$ cat src/rtl/instr_prefetch_buffer.sv
// instr_prefetch_buffer
//   Instruction fetch front end. Sequential word fetches are issued ahead of
//   the core. In-order memory responses are buffered with their PCs in a
//   DEPTH-entry FIFO. A taken branch/jump redirect flushes the FIFO and
//   restarts fetching at the new PC. Responses still in flight at that point
//   are counted and discarded when they arrive.
//
// Ports
//   clk, rst            clock, synchronous active-high reset
//   redirect_valid/pc   taken redirect from EX and its target (bits [1:0] ignored)
//   fetch_ready         core accepts the head entry
//   fetch_valid/pc/instr head entry presented to the core (pc/instr are 0 when empty)
//   mem_req_valid/ready request handshake, mem_req_addr is the word-aligned fetch address
//   mem_rsp_valid/data  in-order response, always accepted
module instr_prefetch_buffer #(
  parameter int          DEPTH    = 4,
  parameter logic [31:0] RESET_PC = 32'h0
) (
  input  logic        clk,
  input  logic        rst,
  input  logic        redirect_valid,
  input  logic [31:0] redirect_pc,
  input  logic        fetch_ready,
  output logic        fetch_valid,
  output logic [31:0] fetch_pc,
  output logic [31:0] fetch_instr,
  output logic        mem_req_valid,
  input  logic        mem_req_ready,
  output logic [31:0] mem_req_addr,
  input  logic        mem_rsp_valid,
  input  logic [31:0] mem_rsp_data
);

  localparam int AW = (DEPTH > 1) ? $clog2(DEPTH) : 1;
  localparam int CW = AW + 1;

  // Entry storage carries no reset; occupancy is tracked by count_q alone.
  logic [31:0]   pc_mem    [DEPTH];
  logic [31:0]   instr_mem [DEPTH];

  logic [AW-1:0] wr_ptr_q, wr_ptr_d;
  logic [AW-1:0] rd_ptr_q, rd_ptr_d;
  logic [CW-1:0] count_q, count_d;
  logic [CW-1:0] inflight_q, inflight_d;
  logic [CW-1:0] drop_q, drop_d;
  logic [31:0]   issue_pc_q, issue_pc_d;
  logic [31:0]   rsp_pc_q, rsp_pc_d;

  logic [CW-1:0] live;
  logic [CW:0]   occupancy;
  logic [CW-1:0] inflight_nxt;
  logic [31:0]   redirect_word;
  logic          fifo_empty;
  logic          req_fire;
  logic          push;
  logic          pop;

  assign redirect_word = redirect_pc & 32'hFFFF_FFFC;
  assign fifo_empty    = (count_q == '0);

  // Credit: buffered entries plus responses that will still be kept must fit
  // in the FIFO, so a push can never find it full.
  assign live      = inflight_q - drop_q;
  assign occupancy = {1'b0, count_q} + {1'b0, live};

  assign mem_req_valid = !rst && !redirect_valid &&
                         (inflight_q < CW'(DEPTH)) &&
                         (occupancy < (CW + 1)'(DEPTH));
  assign mem_req_addr  = issue_pc_q;
  assign req_fire      = mem_req_valid && mem_req_ready;

  assign fetch_valid = !fifo_empty && !redirect_valid;
  assign fetch_pc    = fifo_empty ? 32'h0 : pc_mem[rd_ptr_q];
  assign fetch_instr = fifo_empty ? 32'h0 : instr_mem[rd_ptr_q];
  assign pop         = fetch_valid && fetch_ready;

  // A response arriving in a redirect cycle belongs to the old stream.
  assign push = mem_rsp_valid && (drop_q == '0) && !redirect_valid;

  assign inflight_nxt = inflight_q + CW'(req_fire) - CW'(mem_rsp_valid);

  always_comb begin
    wr_ptr_d   = wr_ptr_q;
    rd_ptr_d   = rd_ptr_q;
    count_d    = count_q;
    inflight_d = inflight_nxt;
    drop_d     = drop_q;
    issue_pc_d = issue_pc_q;
    rsp_pc_d   = rsp_pc_q;
    if (redirect_valid) begin
      // Everything still outstanding, minus a response consumed this cycle,
      // is stale and must be discarded on arrival.
      wr_ptr_d   = '0;
      rd_ptr_d   = '0;
      count_d    = '0;
      drop_d     = inflight_nxt;
      issue_pc_d = redirect_word;
      rsp_pc_d   = redirect_word;
    end else begin
      if (req_fire) issue_pc_d = issue_pc_q + 32'd4;
      if (push) begin
        wr_ptr_d = wr_ptr_q + AW'(1);
        rsp_pc_d = rsp_pc_q + 32'd4;
      end
      if (pop) rd_ptr_d = rd_ptr_q + AW'(1);
      count_d = count_q + CW'(push) - CW'(pop);
      if (mem_rsp_valid && (drop_q != '0)) drop_d = drop_q - CW'(1);
    end
  end

  always_ff @(posedge clk) begin
    if (rst) begin
      wr_ptr_q   <= '0;
      rd_ptr_q   <= '0;
      count_q    <= '0;
      inflight_q <= '0;
      drop_q     <= '0;
      issue_pc_q <= RESET_PC;
      rsp_pc_q   <= RESET_PC;
    end else begin
      wr_ptr_q   <= wr_ptr_d;
      rd_ptr_q   <= rd_ptr_d;
      count_q    <= count_d;
      inflight_q <= inflight_d;
      drop_q     <= drop_d;
      issue_pc_q <= issue_pc_d;
      rsp_pc_q   <= rsp_pc_d;
    end
  end

  always_ff @(posedge clk) begin
    if (push) begin
      pc_mem[wr_ptr_q]    <= rsp_pc_q;
      instr_mem[wr_ptr_q] <= mem_rsp_data;
    end
  end

  a_no_overflow : assert property (@(posedge clk) disable iff (rst)
    !(push && !pop && (count_q == CW'(DEPTH))));

  a_rsp_expected : assert property (@(posedge clk) disable iff (rst)
    !(mem_rsp_valid && (inflight_q == '0)));

endmodule

$ cat config.mk
export PLATFORM = sky130hd
export DESIGN_NAME = instr_prefetch_buffer
export DESIGN_NICKNAME = d
export VERILOG_FILES = /design/src/rtl/instr_prefetch_buffer.sv
export SDC_FILE = /design/constraint.sdc
export NUM_CORES = 1
export LEC_CHECK = 0
export CORE_ASPECT_RATIO = 1.2
export CORE_UTILIZATION = 46
export CTS_CLUSTER_DIAMETER = 40
export DETAILED_ROUTE_END_ITERATION = 8
export GPL_ROUTABILITY_DRIVEN = 0
export PLACE_DENSITY = 0.68
export SYNTH_ARGS = -nofsm -noshare
export SYNTH_HDL_FRONTEND = slang
export SYNTH_SLANG_ARGS = --single-unit
$ cat constraint.sdc
create_clock -name clk -period 7.2 [get_ports clk]
set_clock_uncertainty 0.15 [all_clocks]
set_input_delay 1.08 -clock clk [delete_from_list [all_inputs] [get_ports clk]]
set_output_delay 1.08 -clock clk [all_outputs]
set_load 0.01 [all_outputs]
==> results of run 1 <==
## power by group through the flow
stage	sequential, mW	clock [mW]	combinational, mW
CTS	2.18	1.84	0.480
global placement	2.21	0	0.472
detailed placement	2.22	0	0.478
global route	2.19	1.91	0.520
floorplan	2.20	0	0.291
finish	2.18	1.80	0.469
## synth_stat cells, drive strengths merged, types with 3 or more instances
cell type / number / area, um^2
xor2: 23 / 201
a31oi: 3 / 18.8
clkbuf: 37 / 139
nand3: 23 / 115
nand2: 32 / 120
nor4: 18 / 150
edfxtp: 248 / 7450
ha: 15 / 188
nor3: 10 / 50.1
fa: 3 / 60.1
o21bai: 3 / 22.5
and4: 10 / 87.6
dfxtp: 75 / 1500
mux2i: 4 / 40.0
xnor2: 38 / 333
nor2: 32 / 120
a211oi: 11 / 82.6
a21oi: 25 / 125
nand4: 16 / 100
and2: 71 / 444
inv: 40 / 153
buf: 18 / 114
a21boi: 35 / 263
a311o: 3 / 30.0
mux4: 62 / 1400
and3b: 4 / 35.0
and3: 12 / 75.1
## layer usage
metal,GRT usage [%],wire length (um),vias up
met5,0,0,-
met4,5.55,665,0
met3,3.01,1330,48
met2,31.1,13300,222
met1,24.1,11700,3793
li1,-,-,3676
## area by class of cell
type	instances	area, um^2	share of cell area [%]
Tap cell	385	482	2.89
Multi-Input combinational cell	475	4210	25.3
Clock buffer	48	1040	6.21
Clock inverter	18	160	0.960
Timing Repair Buffer	171	1690	10.1
Inverter	40	153	0.915
Sequential cell	323	8950	53.7
## cells by family after synthesis
family | Yosys count | synth area share [%]
adder cells (fa/ha/maj) | 18 | 1.83
XOR/XNOR | 61 | 3.94
AND/OR/NAND/NOR | 238 | 10.1
buffers and inverters | 95 | 2.99
flip-flops | 323 | 66.0
multiplexers | 66 | 10.6
other | 1 | 0.0277
AO/OA/AOI/OAI | 88 | 4.45
## worst paths after layout
check | endpoint | slack, ns | cells after the start
worst max register to register | drop_q[2] | 3.13 | 20
worst max-delay path | fetch_pc[22] | 2.68 | 4
worst min-delay path | rd_ptr_q[1] | 0.37 | 2
worst min register to register | rd_ptr_q[1] | 0.37 | 2
## sequential cells by signal, indices dropped and copies added (netlist names), 3 cells and up, named ones only
name	count
drop_q	3
rsp_pc_q	30
mem_req_addr	30
count_q	3
instr_mem	128
pc_mem	120
inflight_q	3
## worst max-delay path, cell delays in order, from the launching register on
cell and delay [ns]:
dfxtp_4 0.83, buf_4 0.61, mux4_2 0.59, and2_1 0.17, clkdlybuf4s50_1 0.53
## metrics by stage
stage | cell area [um^2] | std cells
after global routing | 16700 | 1460
after detailed placement | 15500 | 1394
after CTS | 16700 | 1460
after floorplan | 13600 | 893
final | 16700 | 1460
after global placement | 15500 | 1394
==> flow_metrics.py, run 1 <==
metrics = {
    "timing": {
        "slew_viol_final": 0,
        "max_freq_ghz": 0.221,
        "rsz0062_at_grt": "false",
        "fin_crit_sh_pct": 62.8,
        "slew_headroom_pct": 31.3,
        "hold_viol": 0,
        "setup_viol": 0,
        "finalSetupTns_ns": 0,
        "min_period_ns": 4.52,
        "setup_ws_ns": 2.68,
        "worst_pin_slew_ns": 1.03,
        "hold_slack_ns": 0.369,
    },
    "global_routing": {
        "grt_usage_pct": 18.3,
        "grt_pass1_vias": 7817,
        "grt_max_degree": 67,
        "antenna_found_initial": 0,
        "grt_first_pass_wirelength_um": 42200,
        "overflow": 0,
    },
    "hold_path": {
        "min_from": "rd_ptr_q[1]",
        "hold_path_class": "register to register",
    },
    "die": {
        "placementRows": 68,
        "die_w_um": 159,
        "io_pins": 168,
        "die_y_um": 190,
        "core_um2": 28800,
        "die_area_um2": 30200,
        "start_util_pct": 47.0,
    },
    "pwr": {
        "p_sw_mw": 1.02,
        "powerDensity_nw_per_um2": 267,
        "p_leak_nw": 5.54,
        "clkPwrFrac_pct": 40.4,
        "power.total_mw": 4.45,
        "pwr-share-seq_pct": 49.0,
        "p_sw_share_pct": 23.0,
        "p_int_mw": 3.42,
        "power_frac_comb_pct": 10.5,
        "worst_ir_drop_vdd_mv": 0.157,
    },
    "setup_path": {
        "critical_path_peak_fanout": 36,
        "cp-end-kind": "output port",
        "path_class": "register to output port",
        "timing.rr.start": "inflight_q[0]",
        "start_kind": "register",
        "arrival_ns": 3.29,
        "worstPathRequired_ns": 5.97,
    },
    "synthesis": {
        "yosysSeqAreaShare_pct": 66.0,
        "synth_cell_types": 49,
        "syn_area_per_cell_um2": 15.2,
        "synth_flop_cell": "edfxtp_1",
        "ys_seq_elements": 323,
        "syn-cell-area_um2": 13600,
        "synthCells": 890,
        "synth_edf_count": 248,
        "synthArstFlopShare_pct": 0,
        "yosysWarnings": 0,
    },
    "clocking": {
        "worstSkewPairLatency_ns": 0.51,
        "cts_tree": "built",
        "cts_setup_buffers": 0,
        "clkTransAtPathRegs_ns": 0.06,
        "clockBufferDepth": 3,
        "clock-sinks": 323,
        "ctsResizeCount": 0,
        "holdBufCountCts": 0,
        "cts-root-buf": "clkbuf_16",
        "h-tree-depth": 2,
        "cts-buffers-inserted": 37,
    },
    "drt": {
        "routed_wl_um": 26900,
        "wire_per_inst_um": 18.5,
        "drtAntennaViolNets": 0,
        "drc": 0,
        "drtIter0Drc": 283,
        "vias": 7739,
        "viasPerCell": 5.30,
        "dr.pass1.iters": 5,
    },
    "layout": {
        "layout-drive-gt1-share_pct": 13.8,
        "n_antenna_cell": 0,
        "synthToLayoutAreaGrowth_pct": 23.1,
        "nets": 1136,
        "final_common_cell": "edfxtp_1",
        "fillers": 2208,
        "final_cell_mix": "edfxtp_1 (248), clkdlybuf4s50_1 (161), dfxtp_1 (73), and2_1 (67), mux4_2 (62)",
        "utilization_pct": 57.8,
    },
    "job": {
        "maxCapViolCount": 0,
    },
    "placement": {
        "portBuffers": 161,
        "pre_cts_ws_ns": 2.74,
        "dp_hpwl_um": 16900,
    },
    "outcome": {
        "status": "finished clean",
    },
}
No activity file was read; power rests on OpenSTA's default activity.
==> run 2: changes to the inputs <==
- PLACE_DENSITY: 0.68 -> 0.71
- clock period: 7.2 -> 4 ns (I/O delays scaled with it)
==> run 2 against run 1 <==
Design area up 1.2%. Sequential power up 80%. Worst setup slack lost 2.4 ns. Clock-buffer cell count fell by 1. Routed wire length increased by 1.2%. Die area unchanged. Non-clock buffer count grew 6. Critical path type is now register to register.
==> flow_metrics.py, run 2 (synthesized netlist as in run 1, its figures left out) <==
metrics = {
    "placement": {
        "portBuffers": 161,
        "pre_cts_ws_ns": 0.291,
        "dpl_cell_area_um2": 15600,
        "dp_hpwl_um": 16500,
    },
    "clocking": {
        "clock-sinks": 323,
        "h-tree-depth": 2,
        "ctsResizeCount": 0,
        "clkTransAtPathRegs_ns": 0.06,
        "holdBufCountCts": 0,
        "cts-root-buf": "clkbuf_16",
        "cts-buffers-inserted": 38,
        "cts_setup_buffers": 0,
        "clockBufferDepth": 3,
        "worstSkewPairLatency_ns": 0.52,
        "cts_tree": "built",
    },
    "drt": {
        "dr.pass1.iters": 5,
        "wl_met3_um": 1660,
        "top_layer": "met4",
        "m1WireLength_um": 11600,
        "drtAntennaViolNets": 0,
        "drtIter0Drc": 446,
        "viasPerCell": 5.34,
        "routed_wl_um": 27300,
        "route.met2.wl_um": 13500,
        "wire_per_inst_um": 18.6,
        "vias": 7841,
        "drc": 0,
    },
    "die": {
        "core_um2": 28800,
        "die_w_um": 159,
        "die_area_um2": 30200,
        "placementRows": 68,
        "io_pins": 168,
        "die_y_um": 190,
        "start_util_pct": 47.0,
    },
    "layout": {
        "layout-drive-gt1-share_pct": 14.3,
        "synthToLayoutAreaGrowth_pct": 24.6,
        "fillers": 2215,
        "design_area_um2": 16900,
        "nets": 1143,
        "final_common_cell": "edfxtp_1",
        "largest_register_ffs": 128,
        "n_antenna_cell": 0,
        "top_regs": "instr_mem: 128 flops, pc_mem: 120 flops",
        "multi_input_area_um2": 4210,
        "largest-register": "instr_mem",
        "final_cell_mix": "edfxtp_1 (248), clkdlybuf4s50_1 (161), dfxtp_1 (73), and2_1 (67), mux4_2 (62)",
        "register_area_um2": 8950,
    },
    "timing": {
        "fin_crit_sh_pct": 92.3,
        "max_freq_ghz": 0.271,
        "setup_ws_ns": 0.307,
        "min_period_ns": 3.69,
        "slew_headroom_pct": 58.3,
        "hold_slack_ns": 0.378,
        "hold_viol": 0,
        "finalSetupTns_ns": 0,
        "setup_viol": 0,
        "slew_viol_final": 0,
        "rsz0062_at_grt": "false",
        "worst_pin_slew_ns": 0.626,
    },
    "global_routing": {
        "grt_max_degree": 67,
        "grt_first_pass_wirelength_um": 42700,
        "grt_pass1_vias": 7950,
        "antenna_found_initial": 0,
        "overflow": 0,
        "grt_usage_pct": 18.5,
    },
    "job": {
        "maxCapViolCount": 0,
    },
    "setup_path": {
        "cp-end-kind": "register",
        "path_cells": "inv_1 > ha_1 > inv_1 > fa_1 > xnor2_1 > xnor2_1 > ha_1 > nor4_2 > and4b_1 > inv_4 > ha_1 > inv_1 > ha_1 > inv_1 > fa_1 > xor2_1 > xnor2_1 > nor2_1 > nand2_1 > o21ai_0",
        "start_kind": "register",
        "slowest_stage": "fa_1",
        "arrival_ns": 3.94,
        "worstPathRequired_ns": 4.25,
        "timing.reg2reg.setup_slack_ns": 0.31,
        "path_class": "register to register",
        "critical-path-max-stage-delay_ns": 0.38,
        "critical_path_peak_fanout": 2,
    },
    "pwr": {
        "powerDensity_nw_per_um2": 486,
        "p_leak_nw": 5.61,
        "worst_ir_drop_vdd_mv": 0.264,
    },
    "hold_path": {
        "hold_path_class": "register to register",
    },
    "outcome": {
        "status": "finished clean",
    },
}
-- run 2: worst max-delay path, delay by kind of cell, from the launching register on --
family	cells	cell delay (ns)
AOI/OAI and AO/OA	1	0.07
and+or+nand+nor	4	0.62
buffers and inverters	5	0.25
xor gates and xnor gates	4	0.65
adders and majority gates	6	1.51
DFF	1	0.31
-- run 2: area by class of cell --
type | count | share of cell area, %
tap | 385 | 2.85
clock buffer | 47 | 6.40
inverter | 40 | 0.904
clock inverter | 21 | 1.09
multi-input combinational | 475 | 25.0
sequential | 323 | 53.0
timing repair buffer | 177 | 10.8
-- run 2: per-stage QoR --
stage | util [%] | std cells | total power [mW]
2_1_floorplan | - | 893 | 4.49
3_3_place_gp | 54.2 | 1400 | 4.85
3_5_place_dp | 54.2 | 1400 | 4.88
4_1_cts | 58.5 | 1468 | 8.31
5_1_grt | 58.5 | 1468 | 8.53
6_report | 58.5 | 1468 | 8.21
-- run 2: report_power, final --
| group | internal, mW | switching [mW] |
|---|---|---|
| Sequential | 3.80 | 0.120 |
| Clock | 2.02 | 1.39 |
| Combinational | 0.455 | 0.420 |
| Total | 6.28 | 1.93 |
-- run 2: final timing paths --
check / startpoint / endpoint / depth (start not counted)
max reg2reg: inflight_q[0] / drop_q[2] / 20
max: inflight_q[0] / drop_q[2] / 20
min reg2reg: mem_req_addr[3] / mem_req_addr[3] / 2
min: mem_req_addr[3] / mem_req_addr[3] / 2
-- run 2: routing by layer --
layer,vias up,track usage [%]
li1,3673,-
met1,3891,24.2
met2,241,31.4
met3,36,3.51
met4,0,5.07
met5,-,0
